<file path="config.mk">
export PLATFORM = sky130hd
export DESIGN_NAME = fb_arbiter
export DESIGN_NICKNAME = d
export VERILOG_FILES = /design/src/rtl/fb_pkg.sv /design/src/rtl/fb_arb_retpipe.sv /design/src/rtl/fb_arbiter.sv
export SDC_FILE = /design/constraint.sdc
export NUM_CORES = 1
export LEC_CHECK = 0
export CAP_MARGIN = 20
export CORE_AREA = 4 4 71 138
export CTS_CLUSTER_DIAMETER = 50
export CTS_CLUSTER_SIZE = 20
export DETAILED_ROUTE_END_ITERATION = 12
export DIE_AREA = 0 0 75 142
export GPL_TIMING_DRIVEN = 0
export HOLD_SLACK_MARGIN = 0.06
export PLACE_DENSITY = 0.82
export SKIP_CTS_REPAIR_TIMING = 1
export SLEW_MARGIN = 0
export SYNTH_ARGS = -nofsm -noshare
export SYNTH_HDL_FRONTEND = slang
export SYNTH_SLANG_ARGS = --single-unit
export TNS_END_PERCENT = 10
</file>
<file path="constraint.sdc">
create_clock -name clk -period 6.1 [get_ports clk]
set_input_delay 0.61 -clock clk [delete_from_list [all_inputs] [get_ports clk]]
set_output_delay 0.61 -clock clk [all_outputs]
set_load 0.02 [all_outputs]
</file>
<file path="src/rtl/fb_pkg.sv">
// Shared frame-buffer constants and types for the arbiter and its return pipeline.
package fb_pkg;

    localparam int FB_W     = 80;
    localparam int FB_H     = 60;
    localparam int FB_DEPTH = 4800;
    localparam int ADDR_W   = 13;
    localparam int DATA_W   = 24;

    typedef enum logic [1:0] {
        OWN_IDLE = 2'd0,
        OWN_DISP = 2'd1,
        OWN_HOST = 2'd2
    } owner_t;

    typedef struct packed {
        logic valid;
        logic is_host;
        logic is_read;
    } tag_t;

endpackage

</file>
<file path="src/rtl/fb_arb_retpipe.sv">
// Return pipeline: tracks each granted access for two cycles and steers ram_rdata
// to the display or host read port, holding each rdata between valid beats.
module fb_arb_retpipe #(
    parameter int DATA_W = 24
) (
    input  logic              clk,
    input  logic              rst,
    input  logic              s0_is_read,
    input  logic              s0_oob,
    input  logic              s1_valid,
    input  logic              s1_is_host,
    input  logic [DATA_W-1:0] ram_rdata,
    output logic              disp_rvalid,
    output logic [DATA_W-1:0] disp_rdata,
    output logic              host_rvalid,
    output logic [DATA_W-1:0] host_rdata
);
    import fb_pkg::*;

    logic              s1_is_read_q, s1_is_read_d;
    logic              s1_oob_q, s1_oob_d;
    tag_t              s2_tag_q, s2_tag_d;
    logic              s2_oob_q, s2_oob_d;
    logic [DATA_W-1:0] disp_hold_q, disp_hold_d;
    logic [DATA_W-1:0] host_hold_q, host_hold_d;
    logic [DATA_W-1:0] ret_data;

    // Stage-1 valid/owner come from the arbiter's owner register, which already
    // records who was granted last cycle.
    always_comb begin
        s1_is_read_d     = s0_is_read;
        s1_oob_d         = s0_oob;
        s2_tag_d.valid   = s1_valid;
        s2_tag_d.is_host = s1_is_host;
        s2_tag_d.is_read = s1_is_read_q;
        s2_oob_d         = s1_oob_q;

        ret_data    = s2_oob_q ? '0 : ram_rdata;
        disp_rvalid = s2_tag_q.valid & s2_tag_q.is_read & ~s2_tag_q.is_host;
        host_rvalid = s2_tag_q.valid & s2_tag_q.is_read &  s2_tag_q.is_host;
        disp_rdata  = disp_rvalid ? ret_data : disp_hold_q;
        host_rdata  = host_rvalid ? ret_data : host_hold_q;
        disp_hold_d = disp_rdata;
        host_hold_d = host_rdata;
    end

    always_ff @(posedge clk or posedge rst) begin
        if (rst) begin
            s1_is_read_q <= 1'b0;
            s1_oob_q     <= 1'b0;
            s2_tag_q     <= '0;
            s2_oob_q     <= 1'b0;
            disp_hold_q  <= '0;
            host_hold_q  <= '0;
        end else begin
            s1_is_read_q <= s1_is_read_d;
            s1_oob_q     <= s1_oob_d;
            s2_tag_q     <= s2_tag_d;
            s2_oob_q     <= s2_oob_d;
            disp_hold_q  <= disp_hold_d;
            host_hold_q  <= host_hold_d;
        end
    end

endmodule

</file>
<file path="src/rtl/fb_arbiter.sv">
// Display-priority arbiter for the single-port frame-buffer RAM with bounded host starvation.
// Optional FB_ARB_ADDR_CHECK_EN blocks out-of-range accesses and raises a sticky addr_err.
module fb_arbiter #(
    parameter int ADDR_W     = 13,
    parameter int DATA_W     = 24,
    parameter int DEPTH      = 4800,
    parameter int STARVE_LIM = 4
) (
    input  logic              clk,
    input  logic              rst,
    input  logic              disp_req,
    input  logic [ADDR_W-1:0] disp_addr,
    output logic              disp_gnt,
    output logic [DATA_W-1:0] disp_rdata,
    output logic              disp_rvalid,
    input  logic              fifo_urgent,
    input  logic              host_req,
    input  logic              host_we,
    input  logic [ADDR_W-1:0] host_addr,
    input  logic [DATA_W-1:0] host_wdata,
    output logic              host_gnt,
    output logic [DATA_W-1:0] host_rdata,
    output logic              host_rvalid,
    output logic              ram_en,
    output logic              ram_we,
    output logic [ADDR_W-1:0] ram_addr,
    output logic [DATA_W-1:0] ram_wdata,
    input  logic [DATA_W-1:0] ram_rdata,
    output logic              addr_err
);
    import fb_pkg::*;

    localparam int              SC_W       = $clog2(STARVE_LIM + 1);
    localparam logic [SC_W-1:0] STARVE_MAX = SC_W'(STARVE_LIM);

    if (DEPTH > (1 << ADDR_W)) begin : g_depth_chk
        $error("fb_arbiter: DEPTH does not fit in ADDR_W");
    end

    owner_t            owner_q, owner_d;
    logic [SC_W-1:0]   starve_cnt_q, starve_cnt_d;
    logic              ram_en_q, ram_en_d;
    logic              ram_we_q, ram_we_d;
    logic [ADDR_W-1:0] ram_addr_q, ram_addr_d;
    logic [DATA_W-1:0] ram_wdata_q, ram_wdata_d;
    logic              acc_any, acc_we, acc_oob;
    logic [ADDR_W-1:0] acc_addr;

    always_comb begin
        disp_gnt = 1'b0;
        host_gnt = 1'b0;
        if (!rst) begin
            if (disp_req && host_req) begin
                if (fifo_urgent)                     disp_gnt = 1'b1;
                else if (starve_cnt_q == STARVE_MAX) host_gnt = 1'b1;
                else                                 disp_gnt = 1'b1;
            end else begin
                disp_gnt = disp_req;
                host_gnt = host_req;
            end
        end
    end

`ifdef FB_ARB_ADDR_CHECK_EN
    localparam logic [ADDR_W-1:0] DEPTH_A = ADDR_W'(DEPTH);
    logic addr_err_q, addr_err_d;

    assign acc_oob    = acc_any && (acc_addr >= DEPTH_A);
    assign addr_err_d = addr_err_q | acc_oob;
    assign addr_err   = addr_err_q;

    always_ff @(posedge clk or posedge rst) begin
        if (rst) addr_err_q <= 1'b0;
        else     addr_err_q <= addr_err_d;
    end
`else
    assign acc_oob  = 1'b0;
    assign addr_err = 1'b0;
`endif

    always_comb begin
        owner_d = disp_gnt ? OWN_DISP : (host_gnt ? OWN_HOST : OWN_IDLE);

        // Counter only measures a host wait that is still ongoing.
        starve_cnt_d = starve_cnt_q;
        if (!host_req || host_gnt)
            starve_cnt_d = '0;
        else if (disp_gnt && starve_cnt_q != STARVE_MAX)
            starve_cnt_d = starve_cnt_q + 1'b1;

        acc_any     = disp_gnt | host_gnt;
        acc_we      = host_gnt & host_we;
        acc_addr    = host_gnt ? host_addr : disp_addr;
        ram_en_d    = acc_any & ~acc_oob;
        ram_we_d    = ram_en_d & acc_we;
        ram_addr_d  = ram_en_d ? acc_addr : ram_addr_q;
        ram_wdata_d = ram_we_d ? host_wdata : ram_wdata_q;
    end

    always_ff @(posedge clk or posedge rst) begin
        if (rst) begin
            owner_q      <= OWN_IDLE;
            starve_cnt_q <= '0;
            ram_en_q     <= 1'b0;
            ram_we_q     <= 1'b0;
            ram_addr_q   <= '0;
            ram_wdata_q  <= '0;
        end else begin
            owner_q      <= owner_d;
            starve_cnt_q <= starve_cnt_d;
            ram_en_q     <= ram_en_d;
            ram_we_q     <= ram_we_d;
            ram_addr_q   <= ram_addr_d;
            ram_wdata_q  <= ram_wdata_d;
        end
    end

    assign ram_en    = ram_en_q;
    assign ram_we    = ram_we_q;
    assign ram_addr  = ram_addr_q;
    assign ram_wdata = ram_wdata_q;

    fb_arb_retpipe #(.DATA_W(DATA_W)) u_retpipe (
        .clk         (clk),
        .rst         (rst),
        .s0_is_read  (acc_any & ~acc_we),
        .s0_oob      (acc_oob),
        .s1_valid    (owner_q != OWN_IDLE),
        .s1_is_host  (owner_q == OWN_HOST),
        .ram_rdata   (ram_rdata),
        .disp_rvalid (disp_rvalid),
        .disp_rdata  (disp_rdata),
        .host_rvalid (host_rvalid),
        .host_rdata  (host_rdata)
    );

endmodule

</file>
==> run_results.csv <==
group,metric,value,unit
final_layout,final_cell_count_no_fill,529,
critical_path,cp.depth,5,
global_routing,grt_pass1_vias,2914,
placement,dpl.hpwl,7.733,mm
run,cap_violations,0,
route,drtAntennaViolNets,0,
logic_synthesis,ys_top_cells_by_area,"dfrtp_1 64%, mux2_2 22%, a221o_1 3.5%",
pwr,irDropWorstVdd,282.5,uV
critical_path,slowest_delay,0.64,ns
die,die_area,0.01065,mm2
route,via_count,2656,
timing,slew_headroom,64.24,%
cts,clkTransAtPathRegs,0.06,ns
timing,tightestPinTransition,0.5365,ns
critical_path,ff2ff_path_depth,6,
final_layout,finalNetCount,506,
timing,fin_tns_setup,0,ns
die,die_y,142,um
timing,fin_crit,3.306,ns
logic_synthesis,seq_area_frac_synth,64.13,%
placement,dpl_cell_area,0.005593,mm2
pwr,power_density,361.8,mW/mm2
critical_path,critPathLaunch,"rst",
final_layout,final_core_util,68.64,%
run_status,status,"finished clean",
critical_path,critPathCapture,"host_gnt",
critical_path,critPathArrivalTime,2.70,ns
timing,drv_slew,0,
logic_synthesis,synth.distinct_cells,27,
critical_path,cp_data_required_time,5.49,ns
critical_path,cpMostUsedCell,"clkdlybuf4s50_1",
die,ios,172,
cts,cts_buffer_depth,2,
cts,clkSinkCount,96,
critical_path,critPathSlowestCell,"clkdlybuf4s50_1",
critical_path,end_kind,"output pin",
timing,fmax,302.5,MHz
final_layout,drive_gt1_share,23.78,%
logic_synthesis,synth_nets,325,
critical_path,crit_fanout,10,
placement,portBuffers,169,
critical_path,path_cells,"clkdlybuf4s50_1, nand2b_1, a21oi_1, buf_2, clkdlybuf4s50_1",
pwr,total_leakage_power,2.546,nW
critical_path,r2r-start,"starve_cnt_q[0]",
cts,clk_latency,0.34,ns
critical_path,cp-start-kind,"input port",
logic_synthesis,yosysTopAreaCell,"dfrtp_1",
global_routing,grt_pass1_wl,14.99,mm
timing,setup_viol,0,
route,drtIter0Drc,59,
final_layout,diodes,0,
die,num_rows,48,
placement,placed_cells,513,
logic_synthesis,synth_top_cell_area_share,64.13,%
timing,fin_skew,0.008709,ns
pwr,finalPower,2.163,mW
route,drc,0,
timing,rsz0062_at_grt,"false",
critical_path,r2r_end,"ram_wdata[7]",
logic_synthesis,synth_area_per_cell,15.42,um2
route,finalWirelength,9.862,mm
worst_hold_path,min_path_type,"flop to flop",
logic_synthesis,yosysWarnings,0,
final_layout,final_area,0.005977,mm2
timing,finalCritPeriodShare,54.20,%
route,dr.pass1.iters,4,
cts,cts_root_buf,"clkbuf_16",
die,core,0.008708,mm2
worst_hold_path,hold_path_depth,0,
logic_synthesis,synth_seq_cells,96,
logic_synthesis,syn_inst,243,
global_routing,grt_usage,19.25,%
die,die_w,75,um
critical_path,r2r_slack,4.08,ns
placement,globalplace.congestion,0.8133,
logic_synthesis,syn_area,0.003746,mm2
route,viasPerCell,5.021,
final_layout,nFillCells,647,
global_routing,antenna_found_initial,0,
global_routing,grt_max_degree,57,
cts,cts_tree,"built",
final_layout,syn_to_final_growth,59.55,%
critical_path,criticalPathCategory,"input port to output pin",
critical_path,critical-path-top-delay-family,"buffers and inverters",
cts,ctsHtreeMaxLevel,3,
timing,hold_viol_final,0,
cts,cts_made_buffers,9,
die,start_util,43.02,%
global_routing,overflow,0,
critical_path,cp_num_buf_inv,3,
route,wire_per_inst,18.64,um
==> worst min-delay path by stage <==
stage	from	endpoint	slack, ns
floorplan	u_retpipe.s1_is_read_q	u_retpipe.s2_tag_q[0]	0.33
global placement	u_retpipe.s1_is_read_q	u_retpipe.s2_tag_q[0]	0.34
detailed placement	u_retpipe.s1_is_read_q	u_retpipe.s2_tag_q[0]	0.33
CTS	u_retpipe.s1_is_read_q	u_retpipe.s2_tag_q[0]	0.35
global route	u_retpipe.s1_is_read_q	u_retpipe.s2_tag_q[0]	0.36
finish	u_retpipe.s1_is_read_q	u_retpipe.s2_tag_q[0]	0.35
==> cell usage in the layout (no fill, tap or decap), types with 2 or more instances in the layout <==
| master | count |
|---|---|
| clkdlybuf4s50_1 | 169 |
| dfrtp_1 | 96 |
| mux2_2 | 72 |
| and2_1 | 14 |
| a221o_1 | 13 |
| clkbuf_16 | 9 |
| buf_2 | 7 |
| inv_1 | 7 |
| a21oi_1 | 5 |
| bufinv_16 | 5 |
| o21ai_0 | 3 |
| nand2b_1 | 2 |
| buf_6 | 2 |
| clkbuf_1 | 2 |
| nor2b_1 | 2 |
| a211oi_1 | 2 |
| nand3b_1 | 2 |
| ha_1 | 2 |
==> routing by layer <==
layer | GRT usage, % | vias to the layer above | wire [um]
li1 | - | 1221 | -
met1 | 18.18 | 1318 | 3099
met2 | 36.71 | 98 | 5964
met3 | 4.526 | 19 | 518
met4 | 8.912 | 0 | 279
met5 | 0 | - | 0
==> worst register-to-register path: stages, from the launching register on <==
cell and delay [ns]:
dfrtp_1 0.41, inv_1 0.07, ha_1 0.23, nand3b_4 0.14, a211oi_4 0.49, buf_6 0.22
mux2_2 0.35
==> sequential cells by signal, indices dropped and copies added (netlist names) <==
register	count
ram_wdata	24
u_retpipe.host_hold_q	24
starve_cnt_q	3
u_retpipe.s2_tag_q	3
u_retpipe.s1_is_read_q	1
owner_q	2
ram_addr	13
ram_we	1
u_retpipe.disp_hold_q	24
ram_en	1
==> Yosys cell counts <==
| cell type | number |
|---|---|
| a211oi_1 | 2 |
| and2_1 | 14 |
| o21ai_0 | 3 |
| ha_1 | 2 |
| clkbuf_1 | 1 |
| dfrtp_1 | 96 |
| a211oi_4 | 1 |
| mux2_2 | 72 |
| nand3_1 | 1 |
| nand2_1 | 1 |
| and4b_1 | 1 |
| nor2b_1 | 2 |
| buf_2 | 7 |
| or3_1 | 1 |
| nor4_1 | 1 |
| nand2b_1 | 2 |
| a221o_1 | 13 |
| conb_1 | 1 |
| nand3b_4 | 1 |
| buf_4 | 1 |
| o21a_1 | 1 |
| or2_2 | 1 |
| buf_6 | 2 |
| nand3b_1 | 2 |
| o21bai_1 | 1 |
| a21oi_1 | 5 |
| inv_1 | 8 |
==> power by group <==
part           internal [mW]  switching [mW]
clock                  0.483           0.226
combinational          0.346           0.308
sequential             0.758          0.0417
total                   1.59           0.576
==> area by class of cell <==
| type | count | area [um2] | area share (%) |
|---|---|---|---|
| Sequential cell | 96 | 2402 | 40.19 |
| Timing Repair Buffer | 170 | 1719 | 28.76 |
| Multi-Input combinational cell | 128 | 1245 | 20.83 |
| Clock buffer | 10 | 229.0 | 3.831 |
| Clock inverter | 6 | 155.1 | 2.596 |
| Tap cell | 100 | 125.1 | 2.093 |
| Buffer | 11 | 68.82 | 1.151 |
| Inverter | 8 | 32.53 | 0.5443 |
==> per-stage QoR <==
stage               hold slack, ns  setup WS (ns)
detailed placement          0.3347          2.782
global placement            0.3368          1.550
floorplan                   0.3312          2.985
CTS                         0.3487          2.792
finish                      0.3478          2.794
global route                0.3603          2.656
==> cells by family after synthesis <==
group | synth area share [%]
other cells | 0.1001
mux | 21.64
compound gates | 5.878
buf+inv | 2.638
fa+ha+maj | 0.6679
flops | 64.13
simple gates | 4.943
(Power assumes the default switching activity.)
